$ cat config.mk
export PLATFORM = sky130hd
export DESIGN_NAME = lsu_mem_ctrl
export DESIGN_NICKNAME = d
export VERILOG_FILES = /design/src/rtl/lsu_mem_ctrl.sv
export SDC_FILE = /design/constraint.sdc
export NUM_CORES = 1
export LEC_CHECK = 0
export CAP_MARGIN = 20
export CORE_AREA = 5 5 132 134
export CTS_BUF_LIST = sky130_fd_sc_hd__clkbuf_8
export DETAILED_ROUTE_END_ITERATION = 8
export DIE_AREA = 0 0 137 139
export PLACE_DENSITY = 0.88
export REMOVE_ABC_BUFFERS = 1
export SYNTH_ARGS = -nofsm -noshare
export SYNTH_HDL_FRONTEND = slang
export SYNTH_SLANG_ARGS = --single-unit
$ cat constraint.sdc
create_clock -name clk -period 2.1 [get_ports clk]
set_input_delay 0.42 -clock clk [delete_from_list [all_inputs] [get_ports clk]]
set_output_delay 0.42 -clock clk [all_outputs]
set_load 0.005 [all_outputs]
$ cat src/rtl/lsu_mem_ctrl.sv
// lsu_mem_ctrl: byte-addressed load/store front end for a word-addressed memory with 1-cycle read latency
module lsu_mem_ctrl #(
    parameter int DEPTH = 2048,
    parameter int XLEN  = 32
) (
    input  logic            clk,
    input  logic            rst_n,
    input  logic            req_valid,
    output logic            req_ready,
    input  logic            req_we,
    input  logic [1:0]      req_size,
    input  logic            req_unsigned,
    input  logic [XLEN-1:0] req_addr,
    input  logic [XLEN-1:0] req_wdata,
    output logic            resp_valid,
    output logic [XLEN-1:0] resp_rdata,
    output logic            resp_err,
    output logic            mem_en,
    output logic            mem_r_w,
    output logic [XLEN-1:0] mem_address,
    output logic [XLEN-1:0] mem_in,
    input  logic [XLEN-1:0] mem_out
);
    typedef enum logic [2:0] {IDLE, RD, LDCAP, WR, RMW_RD, RMW_MRG, RMW_WR, ERR} state_t;

    state_t          state, state_nx;
    logic            we_q, uns_q;
    logic [1:0]      size_q;
    logic [XLEN-1:0] addr_q, wdata_q, merged_q;
    logic            accept, bad, done;
    logic [7:0]      byte_l;
    logic [15:0]     half_l;
    logic [XLEN-1:0] ext, merged;

    assign req_ready = state == IDLE;
    assign accept    = req_valid & req_ready;
    assign done      = state inside {LDCAP, WR, RMW_WR, ERR};
    assign bad       = (req_size == 2'd3) | (req_size == 2'd1 & req_addr[0]) |
                       (req_size == 2'd2 & req_addr[1:0] != 2'd0) |
                       (req_addr[XLEN-1:2] >= (XLEN-2)'(DEPTH));

    assign byte_l = mem_out[{addr_q[1:0], 3'b000} +: 8];
    assign half_l = addr_q[1] ? mem_out[31:16] : mem_out[15:0];
    assign ext    = size_q == 2'd0 ? {{(XLEN-8){~uns_q & byte_l[7]}}, byte_l} :
                    size_q == 2'd1 ? {{(XLEN-16){~uns_q & half_l[15]}}, half_l} : mem_out;

    // Memory port is gated by rst_n so a reset mid-sequence never reaches the array
    assign mem_en      = rst_n & (state inside {RD, WR, RMW_RD, RMW_WR});
    assign mem_r_w     = mem_en & (state inside {WR, RMW_WR});
    assign mem_address = mem_en ? {2'b00, addr_q[XLEN-1:2]} : '0;
    assign mem_in      = !(mem_en & mem_r_w) ? '0 : state == WR ? wdata_q : merged_q;

    // Replace the addressed lane of the read word with the store data
    always_comb begin
        merged = mem_out;
        if (size_q == 2'd0)
            merged[{addr_q[1:0], 3'b000} +: 8] = wdata_q[7:0];
        else
            merged[{addr_q[1], 4'b0000} +: 16] = wdata_q[15:0];
    end

    // Next-state: errors skip memory entirely, sub-word stores go through read-modify-write
    always_comb begin
        state_nx = IDLE;
        case (state)
            IDLE:    state_nx = !accept ? IDLE : bad ? ERR : !req_we ? RD :
                                req_size == 2'd2 ? WR : RMW_RD;
            RD:      state_nx = LDCAP;
            RMW_RD:  state_nx = RMW_MRG;
            RMW_MRG: state_nx = RMW_WR;
            default: state_nx = IDLE;
        endcase
    end

    // State, request capture, merge register and registered response
    always_ff @(posedge clk) begin
        if (!rst_n) begin
            state      <= IDLE;
            we_q       <= 1'b0;
            uns_q      <= 1'b0;
            size_q     <= '0;
            addr_q     <= '0;
            wdata_q    <= '0;
            merged_q   <= '0;
            resp_valid <= 1'b0;
            resp_rdata <= '0;
            resp_err   <= 1'b0;
        end else begin
            state      <= state_nx;
            resp_valid <= done;
            if (accept) begin
                we_q    <= req_we;
                uns_q   <= req_unsigned;
                size_q  <= req_size;
                addr_q  <= req_addr;
                wdata_q <= req_wdata;
            end
            if (state == RMW_MRG)
                merged_q <= merged;
            if (done) begin
                resp_rdata <= state == LDCAP ? ext : '0;
                resp_err   <= state == ERR;
            end
        end
    end
endmodule

==> results.toml <==
[clock_network]
cts.htree.levels = 4
cts_tree = "done"
clkLatencyLatePin_ps = 460
cts-buffers-inserted = 17
clockRootBuffer = "clkbuf_8"
worst_setup_hold_path_clk_slew_ps = 80
holdBufCountCts = 0
cts_max_path_buffers = 2
cts_num_sinks = 136

[cells_and_area]
syn_to_final_growth_pct = 46.4
utilization_pct = 62.4
seq_area_mm2 = 0.00273
antenna-diode-count = 0
final.fill_count = 1335
layoutNonFillerInstCount = 1318
final_net_count = 1194
final_layout_size_suffix_gt1_share_pct = 19.9
fin_area_mm2 = 0.0101
layout.cells.most_common = "nand2_1"
multi_input_area_mm2 = 0.00403
mostFrequentLayoutCells = "273 x nand2_1, 135 x clkdlybuf4s50_1, 133 x dfxtp_1"

[setup_path]
timing.critical_path.buf_inv = 4
crit_path_max_fanout = 4
crit-reg2reg-launch = "addr_q[1]$_SDFFE_PN0P_"
r2r_end = "merged_q[24]$_SDFFE_PN0N_"
cp_startpoint_kind = "flop"
cp.depth = 8
crit_path_cell_trace = "nand2b_4 -> a21boi_4 -> buf_6 -> nand2_8 -> buf_6 -> buf_6 -> a21oi_4 -> buf_2"
timing.setup.critical_path_class = "reg -> out"
cp_common_cell = "buf_6"
worst_setup_path_end_kind = "output port"
critical-path-top-delay-family = "buffers and inverters"
worst_ep_arrival_time_ps = 1910
ff2ff_setup_slack_ps = 150
required_time_worst_endpoint_ps = 1680
critPathMaxStageDelay_ps = 370
slowest_stage = "dfxtp_4"
r2r_cells = 7

[place]
post_dp_cell_area_mm2 = 0.00928
post_detail_place_hpwl_um = 16400
placedCellCount = 1267
dp_slack_ps = -81.9
globalplace.congestion = 0.895
port_buffers = 201

[logic_synthesis]
synth-edff-count = 0
syn-instance-count = 877
syn_area_per_cell_um2 = 7.86
seq_area_frac_synth_pct = 39.5
netlist_area_mm2 = 0.00689
synth_async_sr_flop_share_pct = 0
yosys_register_bits = 136
synthesis.yosys.warnings = 0
yosys_most_used_dff = "dfxtp_1"
synth.lib_cells_used.distinct = 45

[routing]
routed_via_density = 5.48
vias = 7228
avgRoutedWirePerCell_um = 18.1
drt_wl_total_um = 23900
drtPass1Iterations = 6
dr.first_iter.drc_count = 616
route.antenna.remaining_nets = 0
remaining_drc_errors = 0

[timing]
finalHoldViolations = 0
measured_slew_at_the_worst_slew_check_pin_ps = 909
final-setup-viol-count = 57
grt_setup_unrepaired = "true"
fin_ws_ps = -231
final_min_period_over_clock_period_pct = 111
tns_ps = -6890
post-route-min-period_ps = 2330
report.final.slew_viol_count = 0
achievable-frequency_ghz = 0.429
worst_slew_slack_as_a_fraction_of_its_limit_pct = 39.2
clock_skew_after_layout_ps = 12.6

[grt]
busiest_layer = "met2"
grt.met1_usage_pct = 30.6
grt_usage_pct = 24.3
grt_util_met3_pct = 5.15
largest_net_degree_at_the_start_of_global_routing = 60
antenna_found_initial = 0
via_count_of_the_first_global_routing_pass = 6931
grt_remaining_overflow = 0
global_route_wire_length_before_repair_um = 36900
use_met2_pct = 40.8

[pwr]
worst_ir_drop_on_vdd_uv = 429
leakagePower_nw = 3.79
cellPowerDensity_mw_per_mm2 = 969

[run]
max_cap_violations = 0

[min_path]
hold_path_depth = 2
min-delay-start = "resp_rdata[27]$_SDFFE_PN0P_"
hold_path.class = "reg -> reg"
min_to = "resp_rdata[27]$_SDFFE_PN0P_"

[die]
floorplan.rows = 47
io-pin-count = 204
fp.dieH_um = 139
floorplan.die_area_mm2 = 0.0190
placeableCoreArea_mm2 = 0.0162
dieWidth_um = 137
floorplan.initialDensity_pct = 42.6

[outcome]
status = "finished with violations"
failed_checks = "negative setup slack"
[cells in the mapped netlist, drive strengths merged (14+ instances only)]
| library cell | count | area [um2] |
|---|---|---|
| a22o | 14 | 123 |
| dfxtp | 136 | 2720 |
| nor2b | 19 | 119 |
| nor2 | 19 | 73.8 |
| a221oi | 33 | 295 |
| buf | 31 | 166 |
| mux2i | 34 | 340 |
| a211o | 16 | 140 |
| o21ai | 37 | 185 |
| a21oi | 34 | 170 |
| and2 | 33 | 206 |
| clkbuf | 42 | 158 |
| nand2 | 275 | 1030 |
| a21boi | 86 | 646 |
[registers in the layout (all words and copies together) (netlist names)]
register,count
addr_q,32
merged_q,32
resp_rdata,32
wdata_q,32
state,3
size_q,2
resp_err,1
resp_valid,1
uns_q,1
[per-stage QoR]
step / total power [mW] / hold WS, ps
4_1_cts: 9.74 / 454
3_5_place_dp: 6.65 / 442
2_1_floorplan: 4.97 / 435
5_1_grt: 10.2 / 471
3_3_place_gp: 6.57 / 432
6_report: 9.77 / 450
[worst reg2reg max path: cells and delay by family (launching register included)]
family	cells	cell delay (ps)
compound gates	3	540
fa+ha+maj	1	360
buf+inv	2	300
flops	1	390
simple gates	1	290
[worst max path at each step]
| stage | slack, ps | startpoint | end |
|---|---|---|---|
| floorplan | -1500 | addr_q[1]$_SDFFE_PN0P_ | merged_q[24]$_SDFFE_PN0N_ |
| global placement | -90 | rst_n | mem_in[31] |
| detailed placement | -80 | rst_n | mem_in[31] |
| CTS | -240 | state[2]$_SDFF_PN0_ | mem_in[2] |
| global route | -280 | state[0]$_SDFF_PN0_ | mem_in[2] |
| finish | -230 | state[0]$_SDFF_PN0_ | mem_in[2] |
[report_power, final]
group	internal, mW	switching [mW]	total, mW
registers	3.06	0.350	3.41
logic	1.81	1.93	3.74
clock network	1.55	1.07	2.62
total	6.42	3.35	9.77
[logic make-up after synthesis]
| logic type | after synthesis | synth area share [%] |
|---|---|---|
| other | 1 | 0.0544 |
| buffers and inverters | 80 | 5.08 |
| AOI/OAI and AO/OA | 233 | 24.5 |
| adders and majority gates | 5 | 0.908 |
| and+or+nand+nor | 388 | 25.0 |
| muxes | 34 | 4.94 |
| DFF | 136 | 39.5 |
[layout make-up]
type | instances | area share (%)
clock buffers | 18 | 2.46
multi-input cells | 662 | 39.9
repair buffers | 262 | 25.3
clock inverters | 13 | 2.25
flip-flops and latches | 136 | 27.1
well taps | 220 | 2.73
inverters | 7 | 0.260
[routing by layer]
metal / routed length, um / vias to the layer above
met2: 11500 / 357
met3: 2010 / 58
met4: 760 / 0
met1: 9620 / 3388
li1: - / 3425
met5: 0 / -
[timing repair]
action	in CTS	in global routing
setup endpoints to repair	65	70
cloned	3	1
endpoints found under the hold margin	0	0
resized for setup	283	43
setup buffers	17	2
pin swaps	7	1
Power figures use the tool's default switching activity.
==> RTL change 1: new RTL, config.mk and constraints unchanged <==
Make the reset (`rst_n`) asynchronous in one clocked block.
--- a/src/rtl/lsu_mem_ctrl.sv
+++ b/src/rtl/lsu_mem_ctrl.sv
@@ -74,5 +74,5 @@
 
     // State, request capture, merge register and registered response
-    always_ff @(posedge clk) begin
+    always_ff @(posedge clk or negedge rst_n) begin
         if (!rst_n) begin
             state      <= IDLE;
Check against the original RTL: differs if rst_n is asserted again (counterexample within 4 cycles, from zero or initial values and one cycle with rst_n low); with rst_n held inactive, the same outputs for 10 cycles.
==> RTL change 1 against the original RTL <==
The flow still finishes with violations (setup timing); area after synthesis up 2.4%; count of clock-buffer cells in the layout unchanged; wire length up 14%; worst setup slack worse by 55 ps; via count down 4.4%; final area up 8.5%; sequential share of layout area up 4.0 points; synthesized cell count down 25%; sequential cell count unchanged; first-iteration DRC count up 18%; register-to-register slack worse by 120 ps; final cell count down 13%; largest cell class unchanged.
Power is not compared: it rests on default switching activity, and its combinational part moved more than twofold at a synthesized area within 25%.
==> RTL change 1: results (changes against the original RTL) <==
Drt
  – Routed WL: 27200 um (was 23900 um)
  – DRT Pass-1 Iters: 5 (was 6)
  – Vias/cell: 5.99 (was 5.48)
  – DR vias: 6911 (was 7228)
  – 1st-iter DRT viols: 725 (was 616)

Worst setup path
  – Worst path slowest cell: or3_4 (was dfxtp_4)
  – Max incr delay on CP: 460 ps (was 370 ps)
  – R2R setup slack: 30 ps (was 150 ps)
  – Crit Path Max Fanout: 8 (was 4)
  – Critical Path AT: 1970 ps (was 1910 ps)

Synth
  – Mapped Avg Cell Area: 10.7 sq um (was 7.86 sq um)
  – Post-synth ARST share: 100% (was 0%)
  – Sequential share of the synthesized area: 48.2% (was 39.5%)
  – Post-synth top cells: dfrtp_1 (136), nand2_1 (119), mux2_2 (67), a21oi_1 (64), a221o_1 (39) (was nand2_1 (275), dfxtp_1 (136), a21boi_0 (75), clkbuf_1 (42))
  – Yosys warns: 0 (unchanged)
  – Top_reg_cell synth: dfrtp_1 (was dfxtp_1)
  – Yosys cell types: 49 (was 45)
  – Top post-synthesis cells by area: dfrtp_1 (48%), mux2_2 (11%), nand2_1 (6.3%) (was dfxtp_1 (40%), nand2_1 (15%), a21boi_0 (8.2%))

Clock network
  – CTS H-tree lvls: 4 (unchanged)
  – Worst-path clk slew: 90 ps
  – Worst skew pair latency: 450 ps
  – Root Driver: clkbuf_8 (unchanged)
  – CTS buffer count: 17 (unchanged)
  – Clock tree buffer depth: 2 (unchanged)

Global routing
  – GRT Overall Usage: 26.8% (was 24.3%)
  – Initial antenna violation count: 0 (unchanged)
  – First-pass GRT wire length: 39500 um (was 36900 um)
  – Number of global-route vias before repair: 6913 (was 6931)
  – Largest net degree at the start of global routing: 65 (was 60)

STA
  – Setup ws final: -286 ps (was -231 ps)
  – Max-Slew Margin vs Limit: 50.6% (was 39.2%)
  – Post-Route Skew: 10.6 ps (was 12.6 ps)
  – Setup violators final: 61 (was 57)

Run status
  – Violated checks: setup timing (unchanged)
  – Status: finished with violations (unchanged)

Place
  – Routability Congestion: 0.905 (was 0.895)
  – Post-DP HPWL: 16700 um (was 16400 um)
  – Port bufs: 201 (unchanged)
  – Placed insts: 1082 (was 1267)

Layout
  – Antenna cell count: 0 (unchanged)
  – Layout net count: 1028 (was 1194)
  – Layout cell share with drive strength beyond 1: 40.9% (was 19.9%)
  – Fillers: 1151 (was 1335)

Power and ir drop
  – Peak supply drop: 823 uV
  – Sw frac: just under 40%
  – Leak: 4.75 nW

Worst hold path
  – Hold Path Class: primary input to async pin (was flip-flop to flip-flop)
RTL change 1: power by group through the flow:
stage	combinational (W)	clock, W	sequential, W
3_3_place_gp	0.00636	0	0.00465
5_1_grt	0.00894	0.00234	0.00503
2_1_floorplan	0.00351	0	0.00459
3_5_place_dp	0.00655	0	0.00472
6_report	0.00845	0.00222	0.00491
4_1_cts	0.00773	0.00223	0.00470
RTL change 1: layer usage:
| metal | track usage (%) | wire (um) |
|---|---|---|
| met2 | 43.8 | 13500 |
| met1 | 33.0 | 9650 |
| met5 | 0 | 0 |
| met3 | 9.43 | 3130 |
| met4 | 8.82 | 973 |
RTL change 1: cell type report:
type                    count  area share, %
multi-input cells         459           35.5
clock buffers              18           2.26
well taps                 220           2.51
flip-flops and latches    136           31.1
clock inverters            14           1.37
inverters                   9          0.309
repair buffers            297           27.0
RTL change 1: kinds of logic (layout without fill, tap and decap cells):
group | Yosys count | in the layout | share of synthesized area, %
and+or+nand+nor | 185 | 185 | 13.1
adders and majority gates | 5 | 5 | 0.887
buffers and inverters | 64 | 338 | 4.50
AOI/OAI and AO/OA | 173 | 173 | 17.5
muxes | 93 | 93 | 15.6
DFF | 136 | 136 | 48.2
other | 1 | 2 | 0.0531
xor gates and xnor gates | 1 | 1 | 0.124
RTL change 1: final timing paths:
kind / from / endpoint / cells past startpoint
worst max-delay path: state[2] / mem_in[8] / 6
worst min-delay path: rst_n / addr_q[16] / 3
worst max register to register: addr_q[1] / merged_q[19] / 7
worst min register to register: resp_rdata[11] / resp_rdata[11] / 1
max in group asynchronous: rst_n / wdata_q[30] / 4
min in group clk: resp_rdata[11] / resp_rdata[11] / 1
RTL change 1: stage by stage:
step | hold WS [ps] | cell area, sq um | TNS [ps] | setup slack (ps)
3_3_place_gp | 411 | 9600 | -7770 | -211
3_5_place_dp | 405 | 9600 | -10340 | -257
2_1_floorplan | 124 | 6780 | -52470 | -935
6_report | 88.1 | 10900 | -11450 | -286
4_1_cts | 43.1 | 10500 | -13500 | -352
5_1_grt | 68.9 | 10900 | -14500 | -334
RTL change 1: worst max-delay path: cells and delay by family (launching register included):
family | cells | cell delay [ps]
and+or+nand+nor | 2 | 540
buffers and inverters | 3 | 490
DFF | 1 | 440
AOI/OAI and AO/OA | 1 | 50
RTL change 1: repair_timing:
item / 4_1_cts / 5_1_grt
buffers inserted: 27 / 9
hold endpoints to repair: 27 / 0
resized for setup: 325 / 119
gates cloned: 4 / 3
setup endpoints to repair: 95 / 104
pin swaps: 14 / 53
hold buffers: 1 / 0
==> RTL change 2: new RTL, same settings <==
Without the edit above. The parameter `XLEN` goes from 32 to 40.
--- a/src/rtl/lsu_mem_ctrl.sv
+++ b/src/rtl/lsu_mem_ctrl.sv
@@ -2,5 +2,5 @@
 module lsu_mem_ctrl #(
     parameter int DEPTH = 2048,
-    parameter int XLEN  = 32
+    parameter int XLEN  = 40
 ) (
     input  logic            clk,
Ports: changed (6 resized); port bits go from 204 to 252. The function was not compared with the original's and may differ.
==> RTL change 2 against the original RTL <==
The run still ends with setup timing left; synthesized cell count grew 15%; fmax grew 2.6%; final area grew 18%; global-route usage grew 6.7 points; wire length grew 31%; first-iteration DRC count grew 59%; power shrank 8.2%; count of clock-buffer cells in the layout grew 1; sequential cell count grew 32; worst setup slack gained 60 ps; area after synthesis grew 15%; via count grew 24%; non-clock buffer count grew 73; critical endpoint is now mem_in[0].
==> RTL change 2: results (changes against the original RTL) <==
Run status
  – Status: finished with violations (unchanged)
  – Violated checks: setup timing (unchanged)

Synth
  – Synth Area in Adders: 0.947% (was 0.908%)
  – Yosys cell types: 48 (was 45)

Global routing
  – Met3 Use GR: 7.84% (was 5.15%)
  – Largest net degree at the start of global routing: 61 (was 60)
  – Number of global-route vias before repair: 8833 (was 6931)
  – GRT met2 Usage: 51.2% (was 40.8%)
  – Met1 Track Usage GR: 37.6% (was 30.6%)
  – Initial antenna violation count: 1 (was 0)

STA
  – Max-Slew Margin vs Limit: 46.6% (was 39.2%)
  – Worst hold slack: 461 ps (was 450 ps)
  – Setup violators final: 80 (was 57)
  – Setup ws final: -171 ps (was -231 ps)
  – Post-Route Skew: 19.5 ps (was 12.6 ps)

Clock network
  – Worst skew pair latency: 480 ps (was 460 ps)

Layout
  – Layout cell share with drive strength beyond 1: 24.2% (was 19.9%)
  – Layout net count: 1404 (was 1194)

Place
  – Placed cell areas: 0.0108 sq mm (was 0.00928 sq mm)
  – Routability Congestion: 0.926 (was 0.895)

Drt
  – Met3 wire length: 3160 um (was 2010 um)
  – Met1 Routed Length: 11500 um (was 9620 um)

Worst hold path
  – Hold_sp: wdata_q[18] (was resp_rdata[27])

Worst setup path
  – Crit Path Max Fanout: 6 (was 4)
  – Setup crit end: mem_in[0] (was mem_in[2])
  – Worst flop-to-flop path endpoint: merged_q[3] (was merged_q[24])
  – R2R setup slack: 70 ps (was 150 ps)

Power and ir drop
  – Leak: 4.65 nW (was 3.79 nW)
  – Peak supply drop: 429 uV (about the same)
[RTL change 2: report_power, final]
part | switching (W) | total (W) | internal [W] | leakage, nW
Clock | 0.00128 | 0.00229 | 0.00101 | 0.187
Combinational | 0.00150 | 0.00290 | 0.00141 | 3.09
Sequential | 0.000256 | 0.00378 | 0.00352 | 1.37
Total | 0.00303 | 0.00897 | 0.00594 | 4.65
[RTL change 2: area by class of cell]
| type | count | share of cell area (%) |
|---|---|---|
| Timing Repair Buffer | 335 | 28.2 |
| Clock inverter | 13 | 1.02 |
| Multi-Input combinational cell | 742 | 37.7 |
| Clock buffer | 19 | 2.20 |
| Sequential cell | 168 | 28.3 |
| Tap cell | 220 | 2.31 |
| Inverter | 7 | 0.221 |
| Antenna cell | 1 | 0.0210 |
[RTL change 2: timing repair]
action | CTS | global route
pin swaps | 15 | 29
cloned | 8 | 1
setup buffers | 13 | 4
setup endpoints to repair | 81 | 104
resized for setup | 377 | 99
